==> src/rtl/sar_search_pkg.sv <==
// Shared types and constants for the successive-approximation search controller.
// The signed-mode feature is selected with the SAR_SEARCH_SIGNED_EN macro.
package sar_search_pkg;

    typedef enum logic {
        IDLE   = 1'b0,
        SEARCH = 1'b1
    } state_t;

    localparam int SAR_WIDTH = 8;
    localparam int SAR_IDX_W = $clog2(SAR_WIDTH);

    // Bit-index width for an arbitrary operand width (never narrower than 1).
    function automatic int idx_w(input int width);
        return (width > 1) ? $clog2(width) : 1;
    endfunction

endpackage

==> src/rtl/sar_search_if.sv <==
// Control and comparator-loop signals of sar_search.
// The master side is the search controller; the slave side is the host plus comparator.
interface sar_search_if
    import sar_search_pkg::*;
#(
    parameter int WIDTH = SAR_WIDTH
) ();

    logic             start;
    logic             mode;
    logic             agtb;
    logic [WIDTH-1:0] trial;
    logic             busy;
    logic             done_tick;
    logic [WIDTH-1:0] result;

    modport master (
        input  start,
        input  mode,
        input  agtb,
        output trial,
        output busy,
        output done_tick,
        output result
    );

    modport slave (
        output start,
        output mode,
        output agtb,
        input  trial,
        input  busy,
        input  done_tick,
        input  result
    );

endinterface

==> src/rtl/sar_trial_gen.sv <==
// Combinational trial-word generator: candidate with all bits below k set, MSB-flipped in
// signed mode, plus the matching un-flip of the final candidate (SAR_SEARCH_SIGNED_EN).
module sar_trial_gen
    import sar_search_pkg::*;
#(
    parameter int WIDTH = SAR_WIDTH,
    parameter int IW    = idx_w(WIDTH)
) (
    input  logic [WIDTH-1:0] cand,
    input  logic [IW-1:0]    k,
    input  logic             mode_q,
    input  logic [WIDTH-1:0] cand_nxt,
    output logic [WIDTH-1:0] bit_k,
    output logic [WIDTH-1:0] trial_word,
    output logic [WIDTH-1:0] res_word
);

    logic [WIDTH-1:0] lo_mask;

    always_comb begin
        bit_k   = WIDTH'(1) << k;
        lo_mask = bit_k - WIDTH'(1);
    end

`ifdef SAR_SEARCH_SIGNED_EN
    // Flipping the MSB turns a two's-complement compare into an unsigned one.
    logic [WIDTH-1:0] flip;

    assign flip       = mode_q ? {1'b1, {(WIDTH-1){1'b0}}} : '0;
    assign trial_word = (cand | lo_mask) ^ flip;
    assign res_word   = cand_nxt ^ flip;
`else
    logic unused_mode;

    assign unused_mode = mode_q;
    assign trial_word  = cand | lo_mask;
    assign res_word    = cand_nxt;
`endif

endmodule

==> src/rtl/sar_search.sv <==
// Successive-approximation search around an external a > b comparator, one bit per cycle,
// MSB first. Signed (two's complement) mode exists only with SAR_SEARCH_SIGNED_EN defined.
//
//   state  | meaning
//   -------+------------------------------------------------------------
//   IDLE   | waiting for start; trial driven to 0
//   SEARCH | testing bit k of the candidate; agtb resolves it each edge
module sar_search
    import sar_search_pkg::*;
#(
    parameter int WIDTH = SAR_WIDTH
) (
    input  logic         clk,
    input  logic         reset_n,
    sar_search_if.master bus
);

    localparam int IW = idx_w(WIDTH);

    state_t           state;
    state_t           state_nxt;
    logic [WIDTH-1:0] cand;
    logic [WIDTH-1:0] cand_nxt;
    logic [WIDTH-1:0] cand_set;
    logic [IW-1:0]    k;
    logic [IW-1:0]    k_nxt;
    logic             mode_q;
    logic [WIDTH-1:0] res_q;
    logic [WIDTH-1:0] res_nxt;
    logic             done_q;
    logic             done_nxt;
    logic [WIDTH-1:0] bit_k;
    logic [WIDTH-1:0] trial_word;
    logic [WIDTH-1:0] res_word;

    sar_trial_gen #(
        .WIDTH (WIDTH),
        .IW    (IW)
    ) u_trial_gen (
        .cand       (cand),
        .k          (k),
        .mode_q     (mode_q),
        .cand_nxt   (cand_set),
        .bit_k      (bit_k),
        .trial_word (trial_word),
        .res_word   (res_word)
    );

    // Candidate with the current bit resolved; on the last bit this is the final answer.
    assign cand_set = bus.agtb ? (cand | bit_k) : cand;

    always_ff @(posedge clk or negedge reset_n) begin
        if (!reset_n) begin
            state  <= IDLE;
            cand   <= '0;
            k      <= '0;
            res_q  <= '0;
            done_q <= 1'b0;
        end else begin
            state  <= state_nxt;
            cand   <= cand_nxt;
            k      <= k_nxt;
            res_q  <= res_nxt;
            done_q <= done_nxt;
        end
    end

    always_comb begin
        state_nxt = state;
        cand_nxt  = cand;
        k_nxt     = k;
        res_nxt   = res_q;
        done_nxt  = 1'b0;
        case (state)
            IDLE: begin
                if (bus.start) begin
                    state_nxt = SEARCH;
                    cand_nxt  = '0;
                    k_nxt     = IW'(WIDTH - 1);
                end
            end
            SEARCH: begin
                cand_nxt = cand_set;
                k_nxt    = k - IW'(1);
                if (k == '0) begin
                    state_nxt = IDLE;
                    res_nxt   = res_word;
                    done_nxt  = 1'b1;
                end
            end
            default: state_nxt = IDLE;
        endcase
    end

`ifdef SAR_SEARCH_SIGNED_EN
    always_ff @(posedge clk or negedge reset_n) begin
        if (!reset_n) begin
            mode_q <= 1'b0;
        end else if (state == IDLE && bus.start) begin
            mode_q <= bus.mode;
        end
    end
`else
    logic unused_mode;

    assign unused_mode = bus.mode;
    assign mode_q      = 1'b0;
`endif

    assign bus.trial     = (state == SEARCH) ? trial_word : '0;
    assign bus.busy      = (state == SEARCH);
    assign bus.done_tick = done_q;
    assign bus.result    = res_q;

endmodule

==> src/flat_wrapper.sv <==
// flat-port wrapper written by rule: the top's interface ports become plain ports
module sar_search_flat import sar_search_pkg::*;
#(
    parameter int WIDTH = SAR_WIDTH
)
  (clk, reset_n, bus_start, bus_mode, bus_agtb, bus_trial, bus_busy, bus_done_tick, bus_result);
  sar_search_if #(.WIDTH(WIDTH)) bus_i ();
  input  logic clk;
  input  logic reset_n;
  input wire logic [$bits(bus_i.start)-1:0] bus_start;
  input wire logic [$bits(bus_i.mode)-1:0] bus_mode;
  input wire logic [$bits(bus_i.agtb)-1:0] bus_agtb;
  output wire logic [$bits(bus_i.trial)-1:0] bus_trial;
  output wire logic [$bits(bus_i.busy)-1:0] bus_busy;
  output wire logic [$bits(bus_i.done_tick)-1:0] bus_done_tick;
  output wire logic [$bits(bus_i.result)-1:0] bus_result;
  assign bus_i.start = bus_start;
  assign bus_i.mode = bus_mode;
  assign bus_i.agtb = bus_agtb;
  assign bus_trial = bus_i.trial;
  assign bus_busy = bus_i.busy;
  assign bus_done_tick = bus_i.done_tick;
  assign bus_result = bus_i.result;
  sar_search #(.WIDTH(WIDTH)) u_core (.clk(clk), .reset_n(reset_n), .bus(bus_i));
endmodule
==> config.mk <==
export PLATFORM = sky130hd
export DESIGN_NAME = sar_search_flat
export DESIGN_NICKNAME = d
export VERILOG_FILES = /design/src/rtl/sar_search_pkg.sv /design/src/rtl/sar_search_if.sv /design/src/rtl/sar_trial_gen.sv /design/src/rtl/sar_search.sv /design/src/flat_wrapper.sv
export SDC_FILE = /design/constraint.sdc
export NUM_CORES = 1
export LEC_CHECK = 0
export BUFFER_PORTS_ARGS = -buffer_cell sky130_fd_sc_hd__buf_2
export CORE_AREA = 2 2 49 51
export CTS_BUF_LIST = sky130_fd_sc_hd__clkbuf_4 sky130_fd_sc_hd__clkbuf_8
export DETAILED_ROUTE_END_ITERATION = 16
export DIE_AREA = 0 0 51 53
export HOLD_SLACK_MARGIN = 0.03
export PLACE_DENSITY = 0.74
export SLEW_MARGIN = 0
export SYNTH_ARGS = -nofsm -noshare
export SYNTH_HDL_FRONTEND = slang
export SYNTH_SLANG_ARGS = --single-unit
==> constraint.sdc <==
create_clock -name clk -period 1.6 [get_ports clk]
set_input_delay 0 -clock clk [delete_from_list [all_inputs] [get_ports clk]]
set_output_delay 0 -clock clk [all_outputs]
set_load 0.02 [all_outputs]
; After elaboration in Yosys (flattened, before gate mapping)
; Index checks and enable logic that the tools add are counted.
; Widths: inputs -> output; s select.
[totals]
inputBits = 5
elab_cells = 25
reg_bits = 21
output_inout_bits = 18
[classes]
bitwise = 3
mux = 11
eq_ne = 1
shifts = 1
add_sub_neg = 2
n_reduce_logical = 2
[ops]
columns = cell, n
row1 = $mux 8, 3
row2 = $or 8x8->8, 2
row3 = $pmux 8 s2, 1
row4 = $shl 1x3->8 const A, 1
row5 = $sub 8x1->8 const B, 1
row6 = $pmux 3 s2, 1
row7 = $mux 1, 4
row8 = $logic_not 3->1, 1
row9 = $mux 3, 1
row10 = $sub 3x1->3 const B, 1
row11 = $ne 2x2->1 const B, 1
row12 = $pmux 1 s2, 1
row13 = $reduce_and 2->1, 1
row14 = $not 1->1, 1

; Depth between registers and ports, before layout
; Gate-level depths: netlist (run 1).
[depth]
depth_word = 4
depth_mapped = 6
ltp_nobuf = 5

; By module
; A second synthesis (run 1) with hierarchy kept.
[unflattened]
hier_cells = 104
area_unflattened_um2 = 1157.4
[modules_own_cells]
columns = module, area_each_um2, seq_area_each_um2, cells_each, instances
row1 = sar_search, 954.7, 525.5, 75, 1
row2 = sar_trial_gen, 202.7, 0.0, 29, 1

; Least setup slack after synthesis (run 1)
; OpenSTA, ideal clock, no wires.
[synth_path]
path_type = reg-to-output
start = register u_core.k[1]
end = output bus_trial[7]
t_arrival_ps = 1628
slack_ps = -28
stages_incl_launch_ff = 6
required_time_ps = 1600
n_path_buf = 0
cell_sequence = dfrtp_1 inv_1 ha_1 or3_4 and3_4 o31a_1
[synth_between]
elab_chain_len = 4
[synth_lines]
columns = item, line_no
row1 = from (decl), sar_search.sv:25  ; logic [IW-1:0] k;
row2 = from (signal assigned), sar_search.sv:62  ; k <= k_nxt;
row3 = $shl 1x3->8, sar_trial_gen.sv:21  ; bit_k = WIDTH'(1) << k;
row4 = $sub 8x1->8, sar_trial_gen.sv:22  ; lo_mask = bit_k - WIDTH'(1);
row5 = $or 8x8->8, sar_trial_gen.sv:36  ; assign trial_word = cand | lo_mask;
row6 = $mux 8, sar_search.sv:110  ; assign bus.trial = (state == SEARCH) ? trial_word : '0;
row7 = to (decl), flat_wrapper.sv:13  ; output wire logic [$bits(bus_i.trial)-1:0] bus_trial;
; No other way between the ends.

; Worst setup path in the final report (run 1)
[layout_path]
start = register u_core.k[0]
end = output bus_trial[7]
; Same word-level chain as after synthesis.

==> results.cfg, run 1 <==
[cts]
numCtsBuffers = 3
insertion_delay_ns = 0.30
root_buffer = clkbuf_4
tritoncts = done
clk_path_buf_depth = 2
clock_sinks = 21
clk_pin_slew_worst_paths_ns = 0.11
cts_max_level = 1

[sta]
period_needed_ns = 1.91
maxSlewHeadroom = 0.693
slew_viol_final = 0
setup_viol = 4
skew_ns = 0.00551
fin_crit_sh = 1.19
hold-worst-slack_ns = 0.161
tightest_slew_ns = 0.461
hold_viol = 0
setup_ws_ns = -0.312
rsz0062_at_grt = yes
max_freq_mhz = 523

[finish]
drive_above_1_share = 0.362
num_antenna_cells = 0
areaGrowthSynthToFinish_pct = 34.9
fin_area_um2 = 1370
nets = 149
final_cell_mix = dfrtp_1 (20), buf_2 (16), a21oi_1 (15), buf_4 (15), nor2_1 (8)
final_common_cell = dfrtp_1

[status]
violations = setup timing
status = finished with violations

[setup_path]
slowest_stage = dfrtp_1
cpPeakStageDelay_ns = 0.43
crit_path_end_kind = primary output
worstPathCellList = inv_2 -> ha_4 -> or3_4 -> and3_4 -> o31a_1 -> buf_6
start_kind = register
r2r_cells = 5
required_ns = 1.60
crit_type = register to primary output
r2r_setup_slack_ns = 0.21
worst-path-max-fanout = 4
worst_ep_arrival_time_ns = 1.91

[pwr]
p_sw_frac = 0.445
p_per_area_nw_per_um2 = 2540
pwr-share-comb = 0.629
internal-power_uw = 1930
p_leak_uw = 0.000658
finalPower_uw = 3480
max-vdd-ir-drop_uv = 1350
p_clk_frac = 0.078
pwr-share-seq = 0.294
p_switching_uw = 1550

[logic_synthesis]
synth.top_cell.area_share = 0.518
ys_ff_latch = 21
syn-cell-area_um2 = 1010
yosysTopAreaCell = dfrtp_1
synth_warnings = 0
ys_seq_area_frac = 0.518
syn_avg_cell_area_um2 = 10.0
syn-num-nets = 111
ys_types = 24
yosys-top-cells-area = dfrtp_1 (52%), a21oi_1 (7.9%), ha_1 (6.2%)
synthCells = 101

[drt]
drt_iter0_markers = 28
postRouteAntennaNets = 0
wirelength_mm = 2.30
via_per_inst = 5.31
wl_per_cell_um = 13.9
drc = 0
vias = 881
drt-pass1-iter-count = 4

[global_route]
grt_pass1_wl_mm = 3.92
grt_pass1_vias = 831
grt_util_all_layers = 0.195
grt-ovfl-total = 0
antenna_found_initial = 0
grt_max_degree = 22

[die]
rows = 17
die_x_um = 51
start_util = 0.472
die_area_um2 = 2700
die_h_um = 53
io_pins = 23
coreArea_um2 = 2150

[worst_hold_path]
min_path_type = primary input to async pin

[placed_design]
preCtsSetupSlack_ns = -0.0620
placedInstanceArea_um2 = 1210
dp_hpwl_mm = 1.61
portBuffers = 21
gp_congestion = 0.829

[job]
maxCapViolations = 0
-- per-layer routing --
| layer | vias to the layer above | routed length (um) | track usage |
|---|---|---|---|
| li1 | 426 | - | - |
| met1 | 431 | 1070 | 0.254 |
| met2 | 20 | 1130 | 0.327 |
| met3 | 4 | 65 | 0.0169 |
| met4 | 0 | 35 | 0.0946 |
| met5 | - | 0 | 0 |
-- stage by stage --
step	setup TNS, ns	utilization	cells
finish	-0.780	0.637	166
global route	-1.03	0.637	166
global placement	-0.0261	0.565	155
detailed placement	-0.0647	0.565	155
floorplan	0	-	101
CTS	-0.767	0.630	166
-- logic make-up after synthesis --
| kind of cell | count (synthesis) | share of synthesized area |
|---|---|---|
| xor+xnor | 2 | 0.0173 |
| compound gates | 33 | 0.202 |
| simple gates | 27 | 0.138 |
| buf+inv | 11 | 0.0419 |
| mux | 2 | 0.0210 |
| flops | 21 | 0.518 |
| fa+ha+maj | 5 | 0.0617 |
-- worst max-delay path, delay by kind of cell, from the launching register on --
family | cells | cell delay (ns)
AO/OA/AOI/OAI | 1 | 0.24
adder cells (fa/ha/maj) | 1 | 0.16
buffers and inverters | 2 | 0.21
flip-flops | 1 | 0.43
AND/OR/NAND/NOR | 2 | 0.57
-- cells in the mapped netlist, drive strengths merged --
master and instances:
a31oi 1, mux2i 1, buf 1, and3 2, nor2 8, mux2 1
o21ai 7, xnor2 1, nand2 7, inv 6, o31a 5, dfrtp 21
nand2b 1, a21oi 16, nor3 2, xor2 1, clkbuf 4, and2 1
or3 1, a32o 4, nand3b 1, ha 5, nor2b 4
-- worst paths after layout --
kind	start	endpoint
max in group asynchronous	reset_n	u_core.k[1]$_DFFE_PN0P_
worst min register to register	u_core.bus.result[7]$_DFFE_PN0P_	u_core.bus.result[7]$_DFFE_PN0P_
worst min-delay path	reset_n	u_core.bus.busy$_DFF_PN0_
worst max register to register	u_core.k[1]$_DFFE_PN0P_	u_core.bus.result[7]$_DFFE_PN0P_
worst max-delay path	u_core.k[0]$_DFFE_PN0P_	bus_trial[7]
min in group clk	u_core.bus.result[7]$_DFFE_PN0P_	u_core.bus.result[7]$_DFFE_PN0P_
-- power groups by stage --
stage	clock [uW]	sequential, uW	combinational [uW]
after global routing	299	1050	2370
after floorplan	0	1100	1130
after CTS	279	1010	2140
after global placement	0	1000	1810
final	270	1020	2190
after detailed placement	0	1020	1860
-- area by class of cell --
type                    count  area [um2]
fillers                   173         779
flip-flops and latches     21         527
multi-input cells          69         487
repair buffers             38         268
well taps                  28        35.0
clock buffers               4        30.0
inverters                   6        22.5
-- flip-flops by register name, indices dropped and copies added (netlist names) --
signal and count:
u_core.bus.result 8, u_core.cand 8, u_core.k 3, u_core.bus.busy 1, u_core.bus.done_tick 1
-- timing repair --
item,in CTS,in global routing
resized for setup,14,2
hold buffers,3,0
setup endpoints to repair,5,5
buffers inserted,4,0
pin swaps,4,1
endpoints found under the hold margin,25,0
Power figures use the tool's default switching activity.
==> run 2, diff against run 1 <==
--- a/config.mk
+++ b/config.mk
@@ -6,12 +6,11 @@
 export NUM_CORES = 1
 export LEC_CHECK = 0
 export BUFFER_PORTS_ARGS = -buffer_cell sky130_fd_sc_hd__buf_2
-export CORE_AREA = 2 2 49 51
-export CTS_BUF_LIST = sky130_fd_sc_hd__clkbuf_4 sky130_fd_sc_hd__clkbuf_8
+export CORE_AREA = 2 2 50 52
 export DETAILED_ROUTE_END_ITERATION = 16
-export DIE_AREA = 0 0 51 53
+export DIE_AREA = 0 0 52 54
 export HOLD_SLACK_MARGIN = 0.03
-export PLACE_DENSITY = 0.74
+export PLACE_DENSITY = 0.71
 export SLEW_MARGIN = 0
 export SYNTH_ARGS = -nofsm -noshare
 export SYNTH_HDL_FRONTEND = slang
==> results.cfg, run 2 (synthesized netlist as in run 1, its figures left out) <==
[die]
rows = 18
die_x_um = 52
start_util = 0.437
die_area_um2 = 2810
coreArea_um2 = 2320
die_h_um = 54
io_pins = 23

[setup_path]
r2r_setup_slack_ns = 0.10
r2r-end = u_core.cand[7]$_DFFE_PN0P_
worst_ep_arrival_time_ns = 1.92
r2r_cells = 5
critPathTopFamily = simple AND/OR/NAND/NOR gates
cp.depth = 6
worst-path-max-fanout = 3
cp-startpoint = u_core.k[0]$_DFFE_PN0P_
cp.buffers_inverters = 2
crit_path_end_kind = primary output
cp-endpoint = bus_trial[7]
worstPathCellList = inv_4 -> ha_4 -> or3_4 -> and3_4 -> o31a_1 -> buf_6
cpPeakStageDelay_ns = 0.45
start_kind = register
r2r-start = u_core.k[0]$_DFFE_PN0P_
required_ns = 1.60
crit_type = register to primary output
slowest_stage = dfrtp_2

[sta]
fin_crit_sh = 1.20
tightest_slew_ns = 0.471
skew_ns = 0.00788
setup_viol = 5
final.setup.tns_ns = -0.700
rsz0062_at_grt = yes
maxSlewHeadroom = 0.686
setup_ws_ns = -0.325
hold-worst-slack_ns = 0.175
period_needed_ns = 1.92
hold_viol = 0
slew_viol_final = 0
max_freq_mhz = 520

[global_route]
grt-ovfl-total = 0
grt_max_degree = 22
grt_util_all_layers = 0.183
antenna_found_initial = 0
grt_pass1_vias = 800
grt_pass1_wl_mm = 3.77

[drt]
wirelength_mm = 2.38
via_per_inst = 5.32
drt_iter0_markers = 22
drc = 0
wl_per_cell_um = 14.0
vias = 904
postRouteAntennaNets = 0
drt-pass1-iter-count = 4

[placed_design]
preCtsSetupSlack_ns = -0.0788
placedInstanceArea_um2 = 1210
placed_cells = 156
dp_hpwl_mm = 1.51
portBuffers = 21
gp_congestion = 0.863

[worst_hold_path]
min_path_type = primary input to async pin

[finish]
nets = 151
fin_area_um2 = 1390
final_cell_mix = dfrtp_1 (19), buf_4 (18), buf_2 (16)
drive_above_1_share = 0.386
fill_cells = 177
num_antenna_cells = 0
final_common_cell = dfrtp_1
stdcell_count = 170
areaGrowthSynthToFinish_pct = 36.5

[pwr]
p_per_area_nw_per_um2 = 2510
p_leak_uw = 0.000664
max-vdd-ir-drop_uv = 1210

[cts]
clk_pin_slew_worst_paths_ns = 0.12
cts_max_level = 1
clock_sinks = 21
tritoncts = done
root_buffer = clkbuf_4
clk_path_buf_depth = 2
numCtsBuffers = 3
insertion_delay_ns = 0.31

[status]
violations = setup timing
status = finished with violations

[job]
maxCapViolations = 0
[run 2: cell types whose count changed in the layout (fill, tap and decap cells not counted)]
cell and change:
buf_4 +3, buf_6 -1, clkbuf_4 -1, clkinv_2 +1
dfrtp_1 -1, dfrtp_2 +1, ha_2 -1, ha_4 +1
inv_1 -1, inv_2 -1, inv_4 +2, xor2_2 +1
xor2_4 -1
[run 2: how the worst min path moves through the flow]
stage	startpoint	endpoint	depth (start not counted)	slack, ns
2_1_floorplan	reset_n	u_core.bus.busy$_DFF_PN0_	0	-0.30
3_3_place_gp	reset_n	u_core.bus.busy$_DFF_PN0_	1	-0.02
3_5_place_dp	reset_n	u_core.bus.done_tick$_DFF_PN0_	1	-0.01
4_1_cts	reset_n	u_core.cand[1]$_DFFE_PN0P_	2	0.17
5_1_grt	reset_n	u_core.cand[6]$_DFFE_PN0P_	2	0.20
6_report	reset_n	u_core.bus.result[3]$_DFFE_PN0P_	2	0.18
[run 2: area by class of cell]
| class | instances | area (um2) | share of cell area |
|---|---|---|---|
| Clock buffer | 3 | 22.5 | 0.0163 |
| Sequential cell | 21 | 528 | 0.381 |
| Tap cell | 30 | 37.5 | 0.0271 |
| Multi-Input combinational cell | 69 | 485 | 0.350 |
| Inverter | 6 | 27.5 | 0.0199 |
| Clock inverter | 1 | 5.00 | 0.00361 |
| Timing Repair Buffer | 40 | 279 | 0.201 |
[run 2: timing repair]
item | 4_1_cts | 5_1_grt
hold buffers | 3 | 0
resized for setup | 15 | 5
endpoints found under the setup margin | 5 | 6
cloned | 0 | 0
setup buffers | 6 | 3
hold endpoints to repair | 26 | 0
pin swaps | 5 | 3
[run 2: stage by stage]
stage	power, uW	utilization
6_report	3480	0.597
5_1_grt	3730	0.597
4_1_cts	3410	0.591
3_5_place_dp	2840	0.521
3_3_place_gp	2790	0.521
2_1_floorplan	2230	-
[run 2: report_power, final]
| group | total [uW] | internal (uW) | switching (uW) |
|---|---|---|---|
| registers | 1040 | 788 | 253 |
| clock network | 258 | 93.3 | 165 |
| logic | 2180 | 1040 | 1140 |
| total | 3480 | 1920 | 1560 |
[run 2: metal layers]
metal	GRT usage	vias up	part of all wire
met5	0	-	0
met4	0.101	0	0.018
met3	0.0222	4	0.051
met2	0.297	37	0.52
met1	0.238	431	0.41
li1	-	432	-
==> run 3, diff against run 2 <==
--- a/config.mk
+++ b/config.mk
@@ -7,10 +7,12 @@
 export LEC_CHECK = 0
 export BUFFER_PORTS_ARGS = -buffer_cell sky130_fd_sc_hd__buf_2
 export CORE_AREA = 2 2 50 52
+export CTS_CLUSTER_DIAMETER = 200
 export DETAILED_ROUTE_END_ITERATION = 16
 export DIE_AREA = 0 0 52 54
 export HOLD_SLACK_MARGIN = 0.03
 export PLACE_DENSITY = 0.71
+export SETUP_SLACK_MARGIN = 0.02
 export SLEW_MARGIN = 0
 export SYNTH_ARGS = -nofsm -noshare
 export SYNTH_HDL_FRONTEND = slang
==> results.cfg, run 3 (synthesized netlist as in run 1, its figures left out) <==
[status]
status = finished with violations
violations = setup timing

[cts]
root_buffer = clkbuf_4
tritoncts = done
cts_max_level = 1
clk_pin_slew_worst_paths_ns = 0.13
insertion_delay_ns = 0.31
clk_path_buf_depth = 2
clock_sinks = 21
numCtsBuffers = 3

[drt]
via_per_inst = 5.32
vias = 894
postRouteAntennaNets = 0
wirelength_mm = 2.35
drc = 0
drt_iter0_markers = 22
wl_per_cell_um = 14.0
drt-pass1-iter-count = 4

[die]
rows = 18
io_pins = 23
die_area_um2 = 2810
die_h_um = 54
start_util = 0.437
die_x_um = 52
coreArea_um2 = 2320

[finish]
drive_above_1_share = 0.355
final_common_cell = dfrtp_1
areaGrowthSynthToFinish_pct = 33.0
fill_cells = 195
fin_util = 0.582
num_antenna_cells = 0
nets = 149
final_cell_mix = dfrtp_1 (20), a21oi_1 (16), buf_2 (16), buf_4 (16), nor2_1 (8)

[placed_design]
portBuffers = 21
dp_hpwl_mm = 1.66
preCtsSetupSlack_ns = -0.0635
gp_congestion = 0.815

[global_route]
grt_max_degree = 22
grt_pass1_wl_mm = 3.74
grt-ovfl-total = 0
grt_pass1_vias = 842
antenna_found_initial = 0
grt_util_all_layers = 0.184

[pwr]
pwr-share-comb = 0.626
p_sw_frac = 0.451
max-vdd-ir-drop_uv = 1270
internal-power_uw = 1870
p_switching_uw = 1530
p_per_area_nw_per_um2 = 2520
p_leak_uw = 0.000653
p_clk_frac = 0.077
finalPower_uw = 3400
pwr-share-seq = 0.297

[setup_path]
cp-endpoint = bus_trial[7]
r2r-end = u_core.bus.result[4]$_DFFE_PN0P_
required_ns = 1.60
crit_type = register to primary output
crit_path_end_kind = primary output
worst_ep_arrival_time_ns = 1.92
start_kind = register
r2r_setup_slack_ns = 0.16
r2r-start = u_core.k[0]$_DFFE_PN0P_
worstPathCellList = inv_2 -> ha_4 -> or3_4 -> and3_4 -> o31a_1 -> buf_6
cp-startpoint = u_core.k[0]$_DFFE_PN0P_
slowest_stage = dfrtp_1
r2r_cells = 5
cpPeakStageDelay_ns = 0.44
worst-path-max-fanout = 4

[sta]
tightest_slew_ns = 0.461
setup_ws_ns = -0.320
setup_viol = 5
slew_viol_final = 0
maxSlewHeadroom = 0.693
rsz0062_at_grt = yes
fin_crit_sh = 1.20
max_freq_mhz = 521
hold_viol = 0
period_needed_ns = 1.92
final.setup.tns_ns = -0.742
skew_ns = 0.00952

[worst_hold_path]
min_path_type = primary input to async pin

[job]
maxCapViolations = 0
run 3: cell types whose count changed in the layout (fill, tap and decap cells not counted):
cell | before | now
inv_1 | 3 | 4
o21ai_1 | 0 | 1
dfrtp_1 | 19 | 20
ha_2 | 1 | 2
a21oi_2 | 1 | 0
inv_4 | 2 | 0
ha_4 | 2 | 1
buf_4 | 18 | 16
o21ai_0 | 7 | 6
a21oi_1 | 15 | 16
dfrtp_2 | 2 | 1
inv_2 | 1 | 2
run 3: power by group through the flow:
stage / Combinational (uW) / Clock [uW] / Sequential (uW)
after floorplan: 1130 / 0 / 1100
after global placement: 1820 / 0 / 994
after detailed placement: 1860 / 0 / 1020
after CTS: 2140 / 268 / 1000
after global routing: 2330 / 281 / 1050
final: 2130 / 261 / 1010
run 3: worst min-delay path by stage:
stage,to,slack (ns),depth (start not counted)
floorplan,u_core.bus.busy$_DFF_PN0_,-0.30,0
global placement,u_core.bus.done_tick$_DFF_PN0_,-0.03,1
detailed placement,u_core.bus.done_tick$_DFF_PN0_,-0.02,1
CTS,u_core.cand[6]$_DFFE_PN0P_,0.18,2
global route,u_core.cand[6]$_DFFE_PN0P_,0.20,2
finish,u_core.cand[6]$_DFFE_PN0P_,0.16,2
run 3: final cells by class:
type / count / area [um2] / share of cell area
timing repair buffer: 38 / 264 / 0.196
inverter: 6 / 22.5 / 0.0167
clock buffer: 3 / 22.5 / 0.0167
clock inverter: 1 / 5.00 / 0.00371
multi-input combinational: 69 / 472 / 0.349
sequential: 21 / 527 / 0.390
tap: 30 / 37.5 / 0.0278
run 3: stage by stage:
stage / instances / area, um2 / hold slack, ns
3_3_place_gp: 157 / 1220 / -0.0254
3_5_place_dp: 157 / 1220 / -0.0175
5_1_grt: 168 / 1350 / 0.200
4_1_cts: 169 / 1360 / 0.177
6_report: 168 / 1350 / 0.164
2_1_floorplan: 101 / 1020 / -0.296
run 3: what timing repair did:
| action | CTS | global route |
|---|---|---|
| gates resized for setup | 12 | 2 |
| setup buffers | 5 | 1 |
| cloned | 0 | 0 |
| pin swaps | 6 | 1 |
| setup endpoints to repair | 5 | 7 |
| hold buffers | 3 | 0 |
| hold endpoints to repair | 25 | 0 |
run 3: layer usage:
metal / GRT usage / share of wire / vias to the layer above
met2: 0.325 / 0.53 / 27
met3: 0.0278 / 0.031 / 6
met5: 0 / 0 / -
li1: - / - / 423
met4: 0.0833 / 0.017 / 0
met1: 0.221 / 0.42 / 438
run 3: worst max-delay path: cells and delay by family (launching register included):
family,cells,cell delay (ns)
adder cells (fa/ha/maj),1,0.16
AND/OR/NAND/NOR,2,0.56
AO/OA/AOI/OAI,1,0.24
buffers and inverters,2,0.22
flip-flops,1,0.44
